===== src/rtl/uart_mem_bridge_pkg.sv =====
// uart_mem_bridge_pkg: shared widths, frame command layout, FSM encoding and ack default
package uart_mem_bridge_pkg;

    localparam int DATA_W = 32;
    localparam int ADDR_W = 32;
    localparam int LEN_W  = 2;

    localparam int CMD_RW_BIT  = 7;
    localparam int CMD_LEN_LSB = 0;

    localparam logic [7:0] ACK_BYTE_DEFAULT = 8'h5A;

    typedef enum logic [2:0] {
        IDLE  = 3'd0,
        CMD   = 3'd1,
        ADDR  = 3'd2,
        WDATA = 3'd3,
        RDATA = 3'd4,
        WACK  = 3'd5,
        DONE  = 3'd6
    } state_t;

    function automatic logic [7:0] cmd_byte(input logic rw, input logic [LEN_W-1:0] len);
        cmd_byte = '0;
        cmd_byte[CMD_RW_BIT] = rw;
        cmd_byte[CMD_LEN_LSB +: LEN_W] = len;
    endfunction

endpackage


===== src/rtl/uart_byte_shifter.sv =====
// uart_byte_shifter: 32-bit LSB-first word with byte counter; shifts bytes out or captures them into lanes
module uart_byte_shifter
    import uart_mem_bridge_pkg::*;
(
    input  logic              clk,
    input  logic              rst,
    input  logic              load,
    input  logic [DATA_W-1:0] load_val,
    input  logic              shift,
    input  logic              capture,
    input  logic [7:0]        rx_byte,
    output logic [DATA_W-1:0] data,
    output logic [LEN_W-1:0]  cnt
);

    always_ff @(posedge clk or posedge rst) begin
        if (rst) begin
            data <= '0;
            cnt  <= '0;
        end else if (load) begin
            data <= load_val;
            cnt  <= '0;
        end else if (shift) begin
            data <= {8'h00, data[DATA_W-1:8]};
            cnt  <= cnt + 1'b1;
        end else if (capture) begin
            data <= data | (DATA_W'(rx_byte) << {cnt, 3'b000});
            cnt  <= cnt + 1'b1;
        end
    end

endmodule


===== src/rtl/uart_mem_bridge.sv =====
// uart_mem_bridge: turns MMU read/write requests into UART command frames and
// returns read data or waits for the host's write-acknowledge byte.
module uart_mem_bridge
    import uart_mem_bridge_pkg::*;
#(
    parameter logic [7:0] ACK_BYTE = ACK_BYTE_DEFAULT
) (
    input  logic              clk,
    input  logic              rst,
    input  logic [ADDR_W-1:0] m_raddr,
    input  logic [LEN_W-1:0]  m_rlen,
    input  logic              m_re,
    output logic [DATA_W-1:0] m_dout,
    output logic              m_rack,
    input  logic [ADDR_W-1:0] m_waddr,
    input  logic [LEN_W-1:0]  m_wlen,
    input  logic [DATA_W-1:0] m_din,
    input  logic              m_we,
    output logic              m_wack,
    output logic [7:0]        tx_data,
    output logic              tx_valid,
    input  logic              tx_ready,
    input  logic [7:0]        rx_data,
    input  logic              rx_valid
);

    state_t            state;
    logic              is_write;
    logic [ADDR_W-1:0] addr;
    logic [DATA_W-1:0] wdata;
    logic [LEN_W-1:0]  len;
    logic [DATA_W-1:0] sh_data;
    logic [LEN_W-1:0]  sh_cnt;
    logic              xfer;
    logic              last_addr;
    logic              sh_load;
    logic              sh_shift;
    logic              sh_capture;
    logic [DATA_W-1:0] sh_val;

    // The shifter holds the address first, then is reloaded with write data or cleared for read capture
    always_comb begin
        xfer       = tx_valid && tx_ready;
        last_addr  = state == ADDR && xfer && sh_cnt == 2'd3;
        sh_load    = (state == CMD && xfer) || last_addr;
        sh_val     = state == CMD ? addr : (is_write ? wdata : '0);
        sh_shift   = xfer && (state == ADDR || state == WDATA) && !last_addr;
        sh_capture = state == RDATA && rx_valid;
    end

    uart_byte_shifter u_shifter (
        .clk      (clk),
        .rst      (rst),
        .load     (sh_load),
        .load_val (sh_val),
        .shift    (sh_shift),
        .capture  (sh_capture),
        .rx_byte  (rx_data),
        .data     (sh_data),
        .cnt      (sh_cnt)
    );

    always_ff @(posedge clk or posedge rst) begin
        if (rst) begin
            state    <= IDLE;
            is_write <= 1'b0;
            addr     <= '0;
            wdata    <= '0;
            len      <= '0;
            m_dout   <= '0;
            m_rack   <= 1'b0;
            m_wack   <= 1'b0;
            tx_data  <= '0;
            tx_valid <= 1'b0;
        end else begin
            case (state)
                IDLE: begin
                    if (m_we) begin
                        is_write <= 1'b1;
                        addr     <= m_waddr;
                        wdata    <= m_din;
                        len      <= m_wlen;
                        tx_data  <= cmd_byte(1'b1, m_wlen);
                        tx_valid <= 1'b1;
                        state    <= CMD;
                    end else if (m_re) begin
                        is_write <= 1'b0;
                        addr     <= m_raddr;
                        len      <= m_rlen;
                        tx_data  <= cmd_byte(1'b0, m_rlen);
                        tx_valid <= 1'b1;
                        state    <= CMD;
                    end
                end
                CMD: begin
                    if (xfer) begin
                        tx_data <= addr[7:0];
                        state   <= ADDR;
                    end
                end
                ADDR: begin
                    if (xfer) begin
                        if (sh_cnt != 2'd3) begin
                            tx_data <= sh_data[15:8];
                        end else if (is_write) begin
                            tx_data <= wdata[7:0];
                            state   <= WDATA;
                        end else begin
                            tx_data  <= '0;
                            tx_valid <= 1'b0;
                            state    <= RDATA;
                        end
                    end
                end
                WDATA: begin
                    if (xfer) begin
                        if (sh_cnt == len) begin
                            tx_data  <= '0;
                            tx_valid <= 1'b0;
                            state    <= WACK;
                        end else begin
                            tx_data <= sh_data[15:8];
                        end
                    end
                end
                RDATA: begin
                    if (rx_valid && sh_cnt == len) begin
                        m_dout <= sh_data | (DATA_W'(rx_data) << {sh_cnt, 3'b000});
                        state  <= DONE;
                    end
                end
                WACK: begin
                    if (rx_valid && rx_data == ACK_BYTE)
                        state <= DONE;
                end
                DONE: begin
                    // A request already dropped mid-frame simply falls through to IDLE unacked
                    if (is_write ? m_we : m_re) begin
                        m_wack <= is_write;
                        m_rack <= !is_write;
                    end else begin
                        m_wack <= 1'b0;
                        m_rack <= 1'b0;
                        state  <= IDLE;
                    end
                end
                default: state <= IDLE;
            endcase
        end
    end

endmodule

===== config.mk =====
export PLATFORM = sky130hd
export DESIGN_NAME = uart_mem_bridge
export DESIGN_NICKNAME = d
export VERILOG_FILES = /design/src/rtl/uart_mem_bridge_pkg.sv /design/src/rtl/uart_byte_shifter.sv /design/src/rtl/uart_mem_bridge.sv
export SDC_FILE = /design/constraint.sdc
export NUM_CORES = 1
export LEC_CHECK = 0
export CAP_MARGIN = 20
export CORE_MARGIN = 1.5
export CORE_UTILIZATION = 44
export CTS_CLUSTER_DIAMETER = 200
export DETAILED_ROUTE_END_ITERATION = 10
export PLACE_DENSITY = 0.71
export SLEW_MARGIN = 10
export SYNTH_ARGS = -nofsm -noshare
export SYNTH_HDL_FRONTEND = slang
export SYNTH_SLANG_ARGS = --single-unit

===== constraint.sdc =====
create_clock -name clk -period 7.2 [get_ports clk]
set_clock_uncertainty 0.2 [all_clocks]
set_input_delay 2.16 -clock clk [delete_from_list [all_inputs] [get_ports clk]]
set_output_delay 2.16 -clock clk [all_outputs]
set_load 0.01 [all_outputs]

==> results of run 1 <==
## layout by cell type, fill, tap and decap left out, types with 9 or more instances in the layout
master,instances
clkdlybuf4s50_1,155
mux2_2,40
a21oi_1,104
clkbuf_16,17
dfrtp_1,147
nand2_1,55
o21ai_0,14
mux2_1,35
nor2_1,68
nand3_1,28
and3_1,11
o21ai_1,11
buf_4,9
mux2i_1,39
a21o_1,29
## layout make-up
| cell class | instances | area, um^2 | share of cell area (%) |
|---|---|---|---|
| Inverter | 6 | 27.53 | 0.2851 |
| Clock inverter | 14 | 138.9 | 1.439 |
| Clock buffer | 17 | 425.4 | 4.406 |
| Multi-Input combinational cell | 510 | 3457 | 35.81 |
| Tap cell | 220 | 275.3 | 2.851 |
| Timing Repair Buffer | 166 | 1652 | 17.11 |
| Sequential cell | 147 | 3679 | 38.10 |
## final timing paths
check,slack (ns),endpoint,startpoint,cells past startpoint
min reg2reg,0.28,m_dout[29],m_dout[29],2
min,0.28,m_dout[29],m_dout[29],2
min in group asynchronous,1.94,wdata[26],rst,2
max reg2reg,4.03,u_shifter.data[3],state[0],6
max in group asynchronous,3.97,m_dout[4],rst,3
max,2.85,u_shifter.data[6],tx_ready,7
## metrics by stage
| step | util (%) | worst slack [ns] |
|---|---|---|
| 4_1_cts | 58.26 | 2.902 |
| 5_1_grt | 58.42 | 2.638 |
| 6_report | 58.42 | 2.849 |
| 2_1_floorplan | - | 0.8887 |
| 3_5_place_dp | 54.84 | 2.454 |
| 3_3_place_gp | 54.84 | 2.501 |
## layer usage
layer	wire length (um)	global-route usage [%]	part of all wire, %	vias up
met4	483	7.998	2.4	0
li1	-	-	-	2840
met2	9711	38.08	47	245
met3	1292	5.824	6.3	33
met5	0	0	0	-
met1	9025	32.38	44	3000
## state kept, by name, summed over array words and instances, names as in the netlist
signal and cells:
addr 32, is_write 1, len 2, m_dout 32
m_rack 1, m_wack 1, state 3, tx_data 8
tx_valid 1, u_shifter.cnt 2, u_shifter.data 32, wdata 32
## worst register-to-register path, delay by kind of cell (launching register included)
family                 cells  cell delay [ns]
buffers and inverters      1             0.41
flip-flops                 1             0.90
AO/OA/AOI/OAI              3             0.72
AND/OR/NAND/NOR            2             0.83
## Yosys cell counts (5+ instances only)
| master | n |
|---|---|
| buf_2 | 23 |
| buf_1 | 6 |
| clkbuf_1 | 18 |
| a21o_1 | 29 |
| mux2_2 | 40 |
| a222oi_1 | 5 |
| o22a_1 | 8 |
| buf_4 | 5 |
| o21ai_0 | 14 |
| nor2_1 | 68 |
| nand2_1 | 55 |
| o21a_1 | 7 |
| dfrtp_1 | 147 |
| a211oi_1 | 6 |
| nand3_1 | 28 |
| inv_1 | 6 |
| mux2_1 | 35 |
| mux2i_1 | 39 |
| a221oi_1 | 5 |
| and3_1 | 11 |
| a21oi_1 | 104 |
| o21ai_1 | 11 |
## power by group
part | total, mW | internal (mW) | switching [mW]
sequential | 1.58 | 1.21 | 0.367
clock | 0.855 | 0.505 | 0.350
combinational | 1.66 | 0.803 | 0.856
## cell families (layout without fill, tap and decap cells)
logic type,after synthesis,count (layout),synth area share [%]
fa+ha+maj,1,1,0.1683
simple gates,187,187,11.72
flops,147,147,49.49
xor+xnor,2,2,0.2357
buf+inv,62,203,4.174
mux,114,114,16.61
compound gates,206,206,17.61
==> results.json, run 1 <==
{
  "htree_levels": 4,
  "synth_area_leaders": "dfrtp_1 (49%), a21oi_1 (7.0%), mux2_2 (6.1%)",
  "coreArea_um2": 16520,
  "holdCritPathClass": "register to register",
  "chipWidth_um": 133.0,
  "ant_nets": 0,
  "final_hold_viol_count": 0,
  "peakVddDrop_uv": 186.3,
  "max_stage_delay_ns": 0.79,
  "worstMarginPinSlew_ns": 1.066,
  "yosysWarnings": 0,
  "gp_congestion": 0.8770,
  "cts_made_buffers": 17,
  "grt_pass1_vias": 5936,
  "cts.sinks": 147,
  "finalNonFillerCells": 1080,
  "worstSetupStartpointType": "primary input",
  "route.detailed.drc": 0,
  "grt_remaining_overflow": 0,
  "rows": 47,
  "antenna_found_initial": 0,
  "drv_slew": 0,
  "synthFlopType": "dfrtp_1",
  "drt_iter0_markers": 476,
  "diodes": 0,
  "worst_hold_slack_ns": 0.2792,
  "async_flop_share_pct": 100.0,
  "worstPathRequired_ns": 7.37,
  "power_mw": 4.095,
  "power_leakage_nw": 4.047,
  "cts_tree": "built",
  "slew_headroom_pct": 28.92,
  "area.growth.synth_to_final_pct": 29.88,
  "hold_buffers": 0,
  "syn_nets": 834,
  "cts_buffer_depth": 2,
  "vias": 6118,
  "avgSynthCellArea_um2": 10.34,
  "crit_family": "compound AO/OA/AOI/OAI gates",
  "n_fill_cell": 1393,
  "start_util_pct": 44.98,
  "final_area_um2": 9654,
  "netlist_area_um2": 7433,
  "grt_pass1_wl_mm": 32.42,
  "path_clk_slew_ns": 0.06,
  "cts_resized": 0,
  "wire_per_inst_um": 18.99,
  "place_inst": 1048,
  "grt_max_degree": 114,
  "path_class": "primary input to register",
  "die-area_um2": 17680,
  "cts_setup_buffers": 0,
  "end_kind": "register",
  "fmax_mhz": 229.8,
  "postPlaceCellArea_um2": 9062,
  "io-pin-count": 157,
  "finalWirelength_mm": 20.51,
  "post-route-min-period_ns": 4.351,
  "finalSetupViolCount": 0,
  "nets": 963,
  "dpl.hpwl_mm": 14.63,
  "yosys.area.top_type": "dfrtp_1",
  "grt_usage_pct": 24.00,
  "synth_top_area_share_pct": 49.49,
  "arrival_ns": 4.52,
  "cp_num_buf_inv": 2,
  "ys_seq_area_share_pct": 49.49,
  "ys_ff_latch": 147,
  "drive_gt1_share_pct": 11.05,
  "fin_crit_sh_pct": 60.43,
  "synth_enable_flop_cells": 0,
  "powerDensity_nw_per_um2": 424.2,
  "cp_max_fo": 29,
  "cp_slowest_cell": "a211o_1",
  "setup_tns_ns": 0,
  "outcome": "finished, final reports clean",
  "path_cells": "clkdlybuf4s50_1 > nand2_1 > a211o_1 > buf_4 > a221oi_1 > a211oi_1 > a21o_1",
  "via_per_inst": 5.665,
  "io_buffers": 156,
  "synthCells": 719,
  "cap_violations": 0,
  "die_y_um": 133.0,
  "first_pass_iters": 7,
  "rsz0062_at_grt": "false",
  "cts_root_buf": "clkbuf_16",
  "yosysUniqueCellTypes": 56,
  "insertion_delay_ns": 0.43
}
Note: power is estimated with default switching activity, not from simulation.
==> inputs of run 2 (changes only) <==
==> constraint.sdc (replaced) <==
create_clock -name clk -period 4.5 [get_ports clk]
set_clock_uncertainty 0.2 [all_clocks]
set_input_delay 1.35 -clock clk [delete_from_list [all_inputs] [get_ports clk]]
set_output_delay 1.35 -clock clk [all_outputs]
set_load 0.01 [all_outputs]
==> results.json, run 2 (same netlist as run 1, synthesis figures left out) <==
{
  "outcome": "finished, final reports clean",
  "worstPathRequired_ns": 4.58,
  "powerDensity_nw_per_um2": 680.3,
  "nets": 964,
  "cts_buffer_depth": 2,
  "cts_made_buffers": 17,
  "arrival_ns": 3.52,
  "max_stage_delay_ns": 0.74,
  "rsz0062_at_grt": "false",
  "finalSetupViolCount": 0,
  "crit_family": "compound AO/OA/AOI/OAI gates",
  "drt_iter0_markers": 487,
  "drive_gt1_share_pct": 11.02,
  "ant_nets": 0,
  "worstMarginPinSlew_ns": 1.065,
  "postPlaceCellArea_um2": 9094,
  "cts_root_buf": "clkbuf_16",
  "worstSetupStartpointType": "primary input",
  "first_pass_iters": 6,
  "final_hold_viol_count": 0,
  "crit_top_cell": "a21oi_1",
  "insertion_delay_ns": 0.41,
  "cts_setup_buffers": 0,
  "cp_num_buf_inv": 2,
  "drv_slew": 0,
  "met1_length_mm": 8.968,
  "io-pin-count": 157,
  "dpl.hpwl_mm": 14.90,
  "peakVddDrop_uv": 339.6,
  "path_cells": "clkdlybuf4s50_1 > nand2_1 > a211o_1 > buf_4 > a21oi_1 > a21oi_1 > a21oi_1",
  "rows": 47,
  "power_leakage_nw": 4.074,
  "wl_met2_mm": 9.895,
  "cts.sinks": 147,
  "layout_commonest_cell": "clkdlybuf4s50_1",
  "slew_headroom_pct": 29.00,
  "diodes": 0,
  "start_util_pct": 44.98,
  "grt_pass1_vias": 5867,
  "cts_resized": 0,
  "path_clk_slew_ns": 0.06,
  "antenna_found_initial": 0,
  "grt_remaining_overflow": 0,
  "route.detailed.drc": 0,
  "die_y_um": 133.0,
  "coreArea_um2": 16520,
  "io_buffers": 156,
  "hold_buffers": 0,
  "area.growth.synth_to_final_pct": 30.74,
  "post-route-min-period_ns": 3.439,
  "top_layer": "met4",
  "holdCritPathClass": "register to register",
  "path_class": "primary input to register",
  "die-area_um2": 17680,
  "fmax_mhz": 290.8,
  "final_area_um2": 9718,
  "layout_common_cells": "clkdlybuf4s50_1 (155), dfrtp_1 (147), a21oi_1 (104)",
  "finalWirelength_mm": 20.16,
  "htree_levels": 4,
  "cp_slowest_cell": "a211o_1",
  "grt_usage_pct": 23.48,
  "grt_pass1_wl_mm": 32.00,
  "chipWidth_um": 133.0,
  "cp_max_fo": 31,
  "wire_per_inst_um": 18.63,
  "via_per_inst": 5.597,
  "end_kind": "register",
  "fin_crit_sh_pct": 76.43,
  "gp_congestion": 0.9287,
  "grt_max_degree": 70,
  "wl_met3_mm": 1.033,
  "cts_tree": "built",
  "n_fill_cell": 1377,
  "cap_violations": 0,
  "setup_tns_ns": 0,
  "vias": 6056
}
run 2: cell count changes in the layout (fill, tap and decap cells not counted):
cell | previous run | this run
clkbuf_1 | 0 | 2
inv_6 | 2 | 0
clkbuf_8 | 0 | 3
buf_12 | 0 | 3
buf_16 | 1 | 0
clkinv_2 | 6 | 5
bufinv_16 | 2 | 3
buf_4 | 9 | 8
clkinv_4 | 2 | 0
run 2: path summary, 6_finish.rpt:
check                           slack, ns      from                  to  cells after the start
worst max-delay path                 1.06  tx_ready  u_shifter.data[12]                      7
max in group asynchronous            2.25       rst           m_dout[5]                      4
worst min register to register       0.28    m_wack              m_wack                      2
worst max register to register       1.44  state[0]  u_shifter.data[24]                      6
min in group asynchronous            1.02       rst            addr[29]                      2
worst min-delay path                 0.28    m_wack              m_wack                      2
run 2: report_power, final:
group / internal [mW] / leakage [nW] / switching [mW]
Clock: 0.911 / 0.296 / 0.520
Sequential: 1.94 / 1.75 / 0.601
Combinational: 1.29 / 2.03 / 1.35
Total: 4.14 / 4.07 / 2.47
run 2: layer usage:
metal | vias to the layer above | GRT usage, %
met5 | - | 0
met4 | 0 | 7.448
met3 | 17 | 3.678
met2 | 248 | 38.25
met1 | 2948 | 32.29
li1 | 2843 | -
run 2: per-stage QoR:
| step | util [%] | setup slack, ns | hold WS (ns) | cells | power, mW |
|---|---|---|---|---|---|
| final | 58.81 | 1.061 | 0.2805 | 1082 | 6.612 |
| after global routing | 58.81 | 0.9206 | 0.2919 | 1082 | 7.031 |
| after global placement | 55.03 | 0.7723 | 0.2618 | 1049 | 5.087 |
| after detailed placement | 55.03 | 0.6799 | 0.2696 | 1049 | 5.181 |
| after floorplan | - | 1.103 | 0.2516 | 719 | 4.196 |
| after CTS | 58.69 | 1.109 | 0.2826 | 1081 | 6.630 |
run 2: cell type report:
class	count	area, um^2	share of cell area (%)
inverter	6	26.28	0.2704
tap	220	275.3	2.832
timing repair buffer	167	1677	17.25
clock inverter	10	130.1	1.339
sequential	147	3679	37.85
clock buffer	22	474.2	4.880
multi-input combinational	510	3457	35.57
run 2: worst reg2reg max path: stages, from the launching register on:
cell and delay (ns):
dfrtp_1 0.87, nor3b_2 0.75, buf_4 0.43, nand2_1 0.11, a21oi_1 0.35, o21a_1 0.16, o22a_1 0.12
